==> src/rtl/pattern_detector.sv <==
// pattern_detector: receive-side checker for a byte-serial 32-bit reference
// pattern (MSB byte first). Raises a one-cycle `detected` pulse once the
// pattern has been received back-to-back `n_repeats` times.
//
// Optional feature macro: PATTERN_DETECTOR_ERRCNT_EN
//   defined     -> err_count register counts mismatched bytes seen in MATCH
//   not defined -> err_count is tied to 0
//
// Ports:
//   clk           in   rising-edge clock
//   rst           in   asynchronous active-high reset
//   data_valid    in   data_in carries a byte this cycle
//   data_in       in   [7:0]  received byte
//   pattern_in    in   [31:0] reference pattern, byte 0 = [31:24]
//   n_repeats     in   [7:0]  full-pattern matches required, 0 disables
//   detected      out  one-cycle pulse when a run completes
//   busy          out  high while in MATCH
//   rep_count     out  [7:0] full patterns matched in the current run
//   detect_count  out  [CNT_W-1:0] completed runs, saturating
//   err_count     out  [CNT_W-1:0] in-run mismatched bytes, saturating
module pattern_detector #(
  parameter int unsigned CNT_W = 16
) (
  input  logic             clk,
  input  logic             rst,
  input  logic             data_valid,
  input  logic [7:0]       data_in,
  input  logic [31:0]      pattern_in,
  input  logic [7:0]       n_repeats,
  output logic             detected,
  output logic             busy,
  output logic [7:0]       rep_count,
  output logic [CNT_W-1:0] detect_count,
  output logic [CNT_W-1:0] err_count
);

  typedef enum logic {
    IDLE  = 1'b0,
    MATCH = 1'b1
  } state_t;

  localparam logic [CNT_W-1:0] CNT_MAX = {CNT_W{1'b1}};

  state_t      state_q;
  state_t      state_d;
  logic [1:0]  byte_idx_q;
  logic [1:0]  byte_idx_d;
  logic [31:0] pat_q;
  logic [7:0]  n_q;
  logic [7:0]  rep_d;
  logic        det_d;
  logic        capture_c;
  logic        det_inc_c;
  logic        err_inc_c;

  // Expected byte of the latched pattern at the current position.
  logic [7:0] exp_byte_c;
  always_comb begin
    exp_byte_c = pat_q[31:24];
    case (byte_idx_q)
      2'd0: exp_byte_c = pat_q[31:24];
      2'd1: exp_byte_c = pat_q[23:16];
      2'd2: exp_byte_c = pat_q[15:8];
      2'd3: exp_byte_c = pat_q[7:0];
      default: exp_byte_c = pat_q[31:24];
    endcase
  end

  logic       head_c;
  logic       resync_c;
  logic       hit_c;
  logic       enable_c;
  logic [7:0] rep_inc_c;
  logic       run_done_c;

  // IDLE compares against the live pattern; MATCH uses the latched copy.
  assign head_c     = (data_in == pattern_in[31:24]);
  assign resync_c   = (data_in == pat_q[31:24]);
  assign hit_c      = (data_in == exp_byte_c);
  assign enable_c   = (n_repeats != 8'd0);
  // rep_count < n_q inside a run, so the increment cannot wrap.
  assign rep_inc_c  = 8'(rep_count + 8'd1);
  assign run_done_c = (byte_idx_q == 2'd3) && (rep_inc_c == n_q);

  // State register.
  always_ff @(posedge clk or posedge rst) begin
    if (rst) begin
      state_q <= IDLE;
    end else begin
      state_q <= state_d;
    end
  end

  // Next-state logic; only valid bytes advance the machine.
  always_comb begin
    state_d = state_q;
    if (data_valid) begin
      case (state_q)
        IDLE: begin
          if (head_c && enable_c) begin
            state_d = MATCH;
          end
        end
        MATCH: begin
          if (hit_c) begin
            if (run_done_c) begin
              state_d = IDLE;
            end
          end else if (!resync_c) begin
            state_d = IDLE;
          end
        end
        default: state_d = IDLE;
      endcase
    end
  end

  // Output / datapath next values.
  always_comb begin
    byte_idx_d = byte_idx_q;
    rep_d      = rep_count;
    det_d      = 1'b0;
    capture_c  = 1'b0;
    det_inc_c  = 1'b0;
    err_inc_c  = 1'b0;
    if (data_valid) begin
      case (state_q)
        IDLE: begin
          if (head_c && enable_c) begin
            capture_c  = 1'b1;
            byte_idx_d = 2'd1;
            rep_d      = 8'd0;
          end
        end
        MATCH: begin
          if (hit_c) begin
            if (byte_idx_q != 2'd3) begin
              byte_idx_d = 2'(byte_idx_q + 2'd1);
            end else begin
              byte_idx_d = 2'd0;
              if (run_done_c) begin
                rep_d     = 8'd0;
                det_d     = 1'b1;
                det_inc_c = 1'b1;
              end else begin
                rep_d = rep_inc_c;
              end
            end
          end else begin
            // Single-byte resync only; no deeper overlap search.
            err_inc_c  = 1'b1;
            rep_d      = 8'd0;
            byte_idx_d = resync_c ? 2'd1 : 2'd0;
          end
        end
        default: begin
          byte_idx_d = 2'd0;
          rep_d      = 8'd0;
        end
      endcase
    end
  end

  // Registered datapath and outputs.
  always_ff @(posedge clk or posedge rst) begin
    if (rst) begin
      byte_idx_q   <= 2'd0;
      rep_count    <= 8'd0;
      detected     <= 1'b0;
      busy         <= 1'b0;
      detect_count <= '0;
      pat_q        <= 32'd0;
      n_q          <= 8'd0;
    end else begin
      byte_idx_q <= byte_idx_d;
      rep_count  <= rep_d;
      detected   <= det_d;
      busy       <= (state_d == MATCH);
      if (det_inc_c && (detect_count != CNT_MAX)) begin
        detect_count <= CNT_W'(detect_count + CNT_W'(1));
      end
      if (capture_c) begin
        pat_q <= pattern_in;
        n_q   <= n_repeats;
      end
    end
  end

`ifdef PATTERN_DETECTOR_ERRCNT_EN
  // Saturating count of mismatches seen inside a run.
  logic [CNT_W-1:0] err_q;
  always_ff @(posedge clk or posedge rst) begin
    if (rst) begin
      err_q <= '0;
    end else if (err_inc_c && (err_q != CNT_MAX)) begin
      err_q <= CNT_W'(err_q + CNT_W'(1));
    end
  end
  assign err_count = err_q;
`else
  logic unused_err_inc;
  assign unused_err_inc = err_inc_c;
  assign err_count      = '0;
`endif

endmodule

==> config.mk <==
export PLATFORM = sky130hd
export DESIGN_NAME = pattern_detector
export DESIGN_NICKNAME = d
export VERILOG_FILES = /design/src/rtl/pattern_detector.sv
export SDC_FILE = /design/constraint.sdc
export NUM_CORES = 1
export LEC_CHECK = 0
export BUFFER_PORTS_ARGS = -buffer_cell sky130_fd_sc_hd__buf_2
export CORE_ASPECT_RATIO = 1.2
export CORE_UTILIZATION = 50
export CTS_BUF_LIST = sky130_fd_sc_hd__clkbuf_4
export CTS_CLUSTER_SIZE = 12
export DETAILED_ROUTE_END_ITERATION = 10
export MAX_ROUTING_LAYER = met4
export PLACE_DENSITY = 0.79
export SLEW_MARGIN = 20
export SYNTH_ARGS = -nofsm -noshare
export SYNTH_HDL_FRONTEND = slang
export SYNTH_SLANG_ARGS = --single-unit
==> constraint.sdc <==
create_clock -name clk -period 2.42 [get_ports clk]
set_input_delay 0.363 -clock clk [delete_from_list [all_inputs] [get_ports clk]]
set_output_delay 0.363 -clock clk [all_outputs]
set_load 0.005 [all_outputs]
# Word level (Yosys, flattened, before mapping)

Cells that the tools add are included.
W data, S select, Z words.

Bits in registers: 68

Add/sub/neg operators: 3
Reduce and logical (&&, ||, !) cells: 7
Bitwise logic cells: 1
Equal/unequal tests: 11
Mux-type cells: 23

Operators by type and width:

| cell                    | number |
|---|---|
| $eq A8 B8 Y1            | 4 |
| $mux W8                 | 4 |
| $pmux W8 S4             | 1 |
| $add A16 B1 Y16 const B | 1 |
| $ne A16 B16 Y1 const B  | 1 |
| $pmux W8 S2             | 1 |
| $mux W1                 | 12 |
| $add A8 B1 Y8 const B   | 1 |
| $reduce_bool A8 Y1      | 1 |
| $mux W2                 | 3 |
| $eq A2 B2 Y1 const B    | 2 |
| $ne A2 B2 Y1 const B    | 2 |
| $pmux W2 S2             | 1 |
| $logic_and A1 B1 Y1     | 3 |
| $ne A3 B3 Y1 const B    | 1 |
| $reduce_and A3 Y1       | 1 |
| $add A2 B1 Y2 const B   | 1 |
| $eq A2 B1 Y1 const B    | 1 |
| $logic_not A2 Y1        | 1 |
| $pmux W1 S2             | 1 |
| $reduce_and A2 Y1       | 1 |
| $not A1 Y1              | 1 |

# Logic depth before layout (Yosys ltp)

Depth in word-level cells: 9
Gate-level depth with buffers: 12
Depth with buffers taken out: 10

# Worst setup path after synthesis

Ideal clock, no wire load.

Path type: flip-flop to flip-flop
Start: reg byte_idx_q[0]
End: reg detect_count[15]
Data arrival time: 2.501 ns
Path buffers: 2
Stages on the path, launching flop included: 13
Setup slack: -0.204 ns
Data required time: 2.297 ns
Cells stage by stage: dfrtp_1 inv_1 ha_1 buf_6 a222oi_1 mux2i_1 xnor2_1 nand4_1 or2_1 a2111oi_4 buf_6 nand4_1 xnor2_1

Word-level cells in the longest chain between the ends: 8

RTL lines:

| what                                                | RTL line | source |
|---|---|---|
| start, declared                                     | 46       | `logic [1:0] byte_idx_q;` |
| start signal, assigned                              | 175      | `byte_idx_q <= byte_idx_d;` |
| branches (longest 4 deep; another with $pmux W8 S4) | n/a      |  |
| $mux W1 *                                           | 136      | `if (hit_c) begin` |
| $mux W1 *                                           | 127      | `case (state_q)` |
| $mux W1 *                                           | 126      | `if (data_valid) begin` |
| $logic_and A1 B1 Y1 *                               | 179      | `if (det_inc_c && (detect_count != CNT_MAX)) begin` |
| end signal, assigned                                | 180      | `detect_count <= CNT_W'(detect_count + CNT_W'(1));` |
| end, declared                                       | 33       | `output logic [CNT_W-1:0] detect_count,` |

Every way passes the cells marked *.
A chain may end at the register's enable or synchronous reset.

# Worst setup path in the final report

Start: reg byte_idx_q[1]
End: reg detect_count[1]

The elaborated chain is that of the path after synthesis.

==> reports/metrics.cfg <==
[yosys]
synth_seq_area_share_pct = 46.18
synth-seq-cells = 68
synth_area_mm2 = 0.003685
synth_ff_type = dfrtp_1
async_flop_share_pct = 100.0
avgSynthCellArea_um2 = 10.77
syn_inst = 342
synth_warnings = 0
synth-edff-count = 0
yosysUniqueCellTypes = 41

[setup_path]
timing.rr.end = detect_count[1]
start_kind = flop
worstSetupEndpointType = flop
ff2ff_path_depth = 9
cp_cell_sequence = ha_2 -> a222oi_1 -> mux2i_4 -> xnor2_2 -> nand4_1 -> or2_4 -> a2111oi_4 -> buf_4 -> mux2_4
reg2reg_from = byte_idx_q[1]
cp.required_ps = 2730
rrSetupSlack_ps = -290
critPathKind = reg2reg
crit_start = byte_idx_q[1]
crit_slowest_cell = dfrtp_2
crit_fanout = 9
arrival_ps = 3030
cp_top_family = compound AO/OA/AOI/OAI gates
cp_num_buf_inv = 1
max_stage_delay_ps = 460

[sta]
fin_tns_setup_ps = -5076
finalHoldViolCount = 0
worst_slew_pin_slew_ps = 532.5
max_freq_mhz = 368.9
skew_ps = 17.26
setup_viol = 27
fin_crit_ps = 2711
maxSlewHeadroom_pct = 64.45
rsz0062_at_grt = yes
finalMaxSlewViolations = 0
finalCritPeriodShare_pct = 112.0
hold_ws_ps = 161.6
setup_slack_ps = -291.0

[clock_tree]
cts-htree-levels = 3
clock_path_buffers = 2
clkLatencyLatePin_ps = 420
clock_sinks = 68
clk_pin_slew_ps = 120
cts_tree = done
root_buffer = clkbuf_4
cts_made_buffers = 9

[worst_hold_path]
worstHoldPathCells = 2
hp-start = data_valid
hold_end = busy
hp-class = in2reg

[route]
first_iter_violations = 175
routed-via-count = 2969
drt-total-wl_mm = 8.368
drcViolationCount = 0
via_per_inst = 5.508
ant_nets = 0
avgRoutedWirePerCell_um = 15.53
dr.pass1.iters = 5

[power_and_ir_drop]
power_density_mw_per_mm2 = 561.5
p_leak_nw = 2.214
vdd_drop_max_mv = 0.4474

[final_layout]
nets = 504
syn_to_final_growth_pct = 23.36
finalNonFillerCells = 539
drive_above_1_share_pct = 37.39
diodes = 0
final_common_cell = buf_2
final_area_mm2 = 0.004546
num-fill-cells = 570
final_cell_mix = buf_2 (76), dfrtp_1 (67), xnor2_1 (43)

[status]
violations = negative setup slack
status = finished with violations

[global_route]
grt_usage_pct = 24.48
grt_pass1_wl_mm = 13.58
grt_max_degree = 45
grt_pass1_vias = 2842
antenna_found_initial = 0
grt_overflow_total = 0

[floorplan]
io_pins = 93
die_area_mm2 = 0.007718
core_mm2 = 0.006978
floorplan.initialDensity_pct = 52.81
die_w_um = 80.37
die_height_um = 96.04
num_rows = 33

[place]
hpwl_mm = 6.241
dp_cells = 519
portBuffers = 76
place_ws_ps = -296.3
place_area_mm2 = 0.004289
gp_congestion = 0.9035

[job]
max_cap_violations = 0

==> per-stage QoR <==
step	utilization, %	total power, W
6_report	65.14	0.002552
5_1_grt	65.14	0.002662
4_1_cts	64.52	0.002552
3_5_place_dp	61.47	0.001623
3_3_place_gp	61.47	0.001609
2_1_floorplan	-	0.001505
==> report_power, final <==
group | leakage [nW] | switching (W) | internal [W] | total, W
clock | 0.0955 | 0.000398 | 0.000527 | 0.000925
sequential | 0.896 | 0.0000581 | 0.00121 | 0.00127
combinational | 1.22 | 0.000172 | 0.000190 | 0.000361
==> synthesized netlist by cell type (5+ instances only) <==
master	count	share of area (%)
o21ai_0	16	2.2
mux2i_1	8	2.2
inv_1	17	1.7
nor2_1	11	1.1
nand4_1	13	2.2
mux2_2	34	10
clkbuf_1	6	0.61
nand2_1	28	2.9
nand3_1	18	2.4
xor2_1	5	1.2
and2_1	5	0.85
dfrtp_1	68	46
a222oi_1	8	2.2
ha_1	6	2.0
xnor2_1	44	10
buf_4	16	3.3
==> routing by layer <==
metal	vias up	GRT usage [%]	share of wire [%]
li1	1394	-	-
met1	1428	28.63	40
met2	122	40.47	52
met3	25	4.929	5.9
met4	0	11.46	2.5
met5	-	-	0
==> repair_timing <==
item,in CTS,in global routing
resized for setup,6,6
endpoints found under the hold margin,24,0
setup buffers,1,2
pin swaps,1,2
endpoints found under the setup margin,27,27
hold buffers,1,0
==> sequential cells by signal, indices dropped and copies added (netlist names) <==
signal and cells:
detected 1, busy 1, rep_count 8, detect_count 16, pat_q 32, n_q 8, byte_idx_q 2
==> layout make-up <==
type / instances / area, µm² / area share, %
repair buffers: 106 / 636.9 / 14.01
flip-flops and latches: 68 / 1703 / 37.46
clock inverters: 6 / 102.6 / 2.257
inverters: 17 / 63.81 / 1.404
clock buffers: 10 / 75.07 / 1.652
multi-input cells: 245 / 1856 / 40.82
well taps: 87 / 108.9 / 2.395
==> kinds of logic after synthesis <==
kind of cell    Yosys count  share of synthesized area, %
compound gates           43                         8.693
xor+xnor                 50                         12.09
fa+ha+maj                 6                         2.037
buf+inv                  44                         6.621
flops                    68                         46.18
mux                      42                         12.56
other cells               1                        0.1018
simple gates             88                         11.72
==> worst max path at each step <==
stage	depth (start not counted)	slack, ps	endpoint
2_1_floorplan	12	-90	detect_count[15]
3_3_place_gp	9	-160	detect_count[1]
3_5_place_dp	10	-300	detect_count[1]
4_1_cts	11	-240	detect_count[1]
5_1_grt	11	-410	detect_count[1]
6_report	9	-290	detect_count[1]
Power figures use the tool's default switching activity.
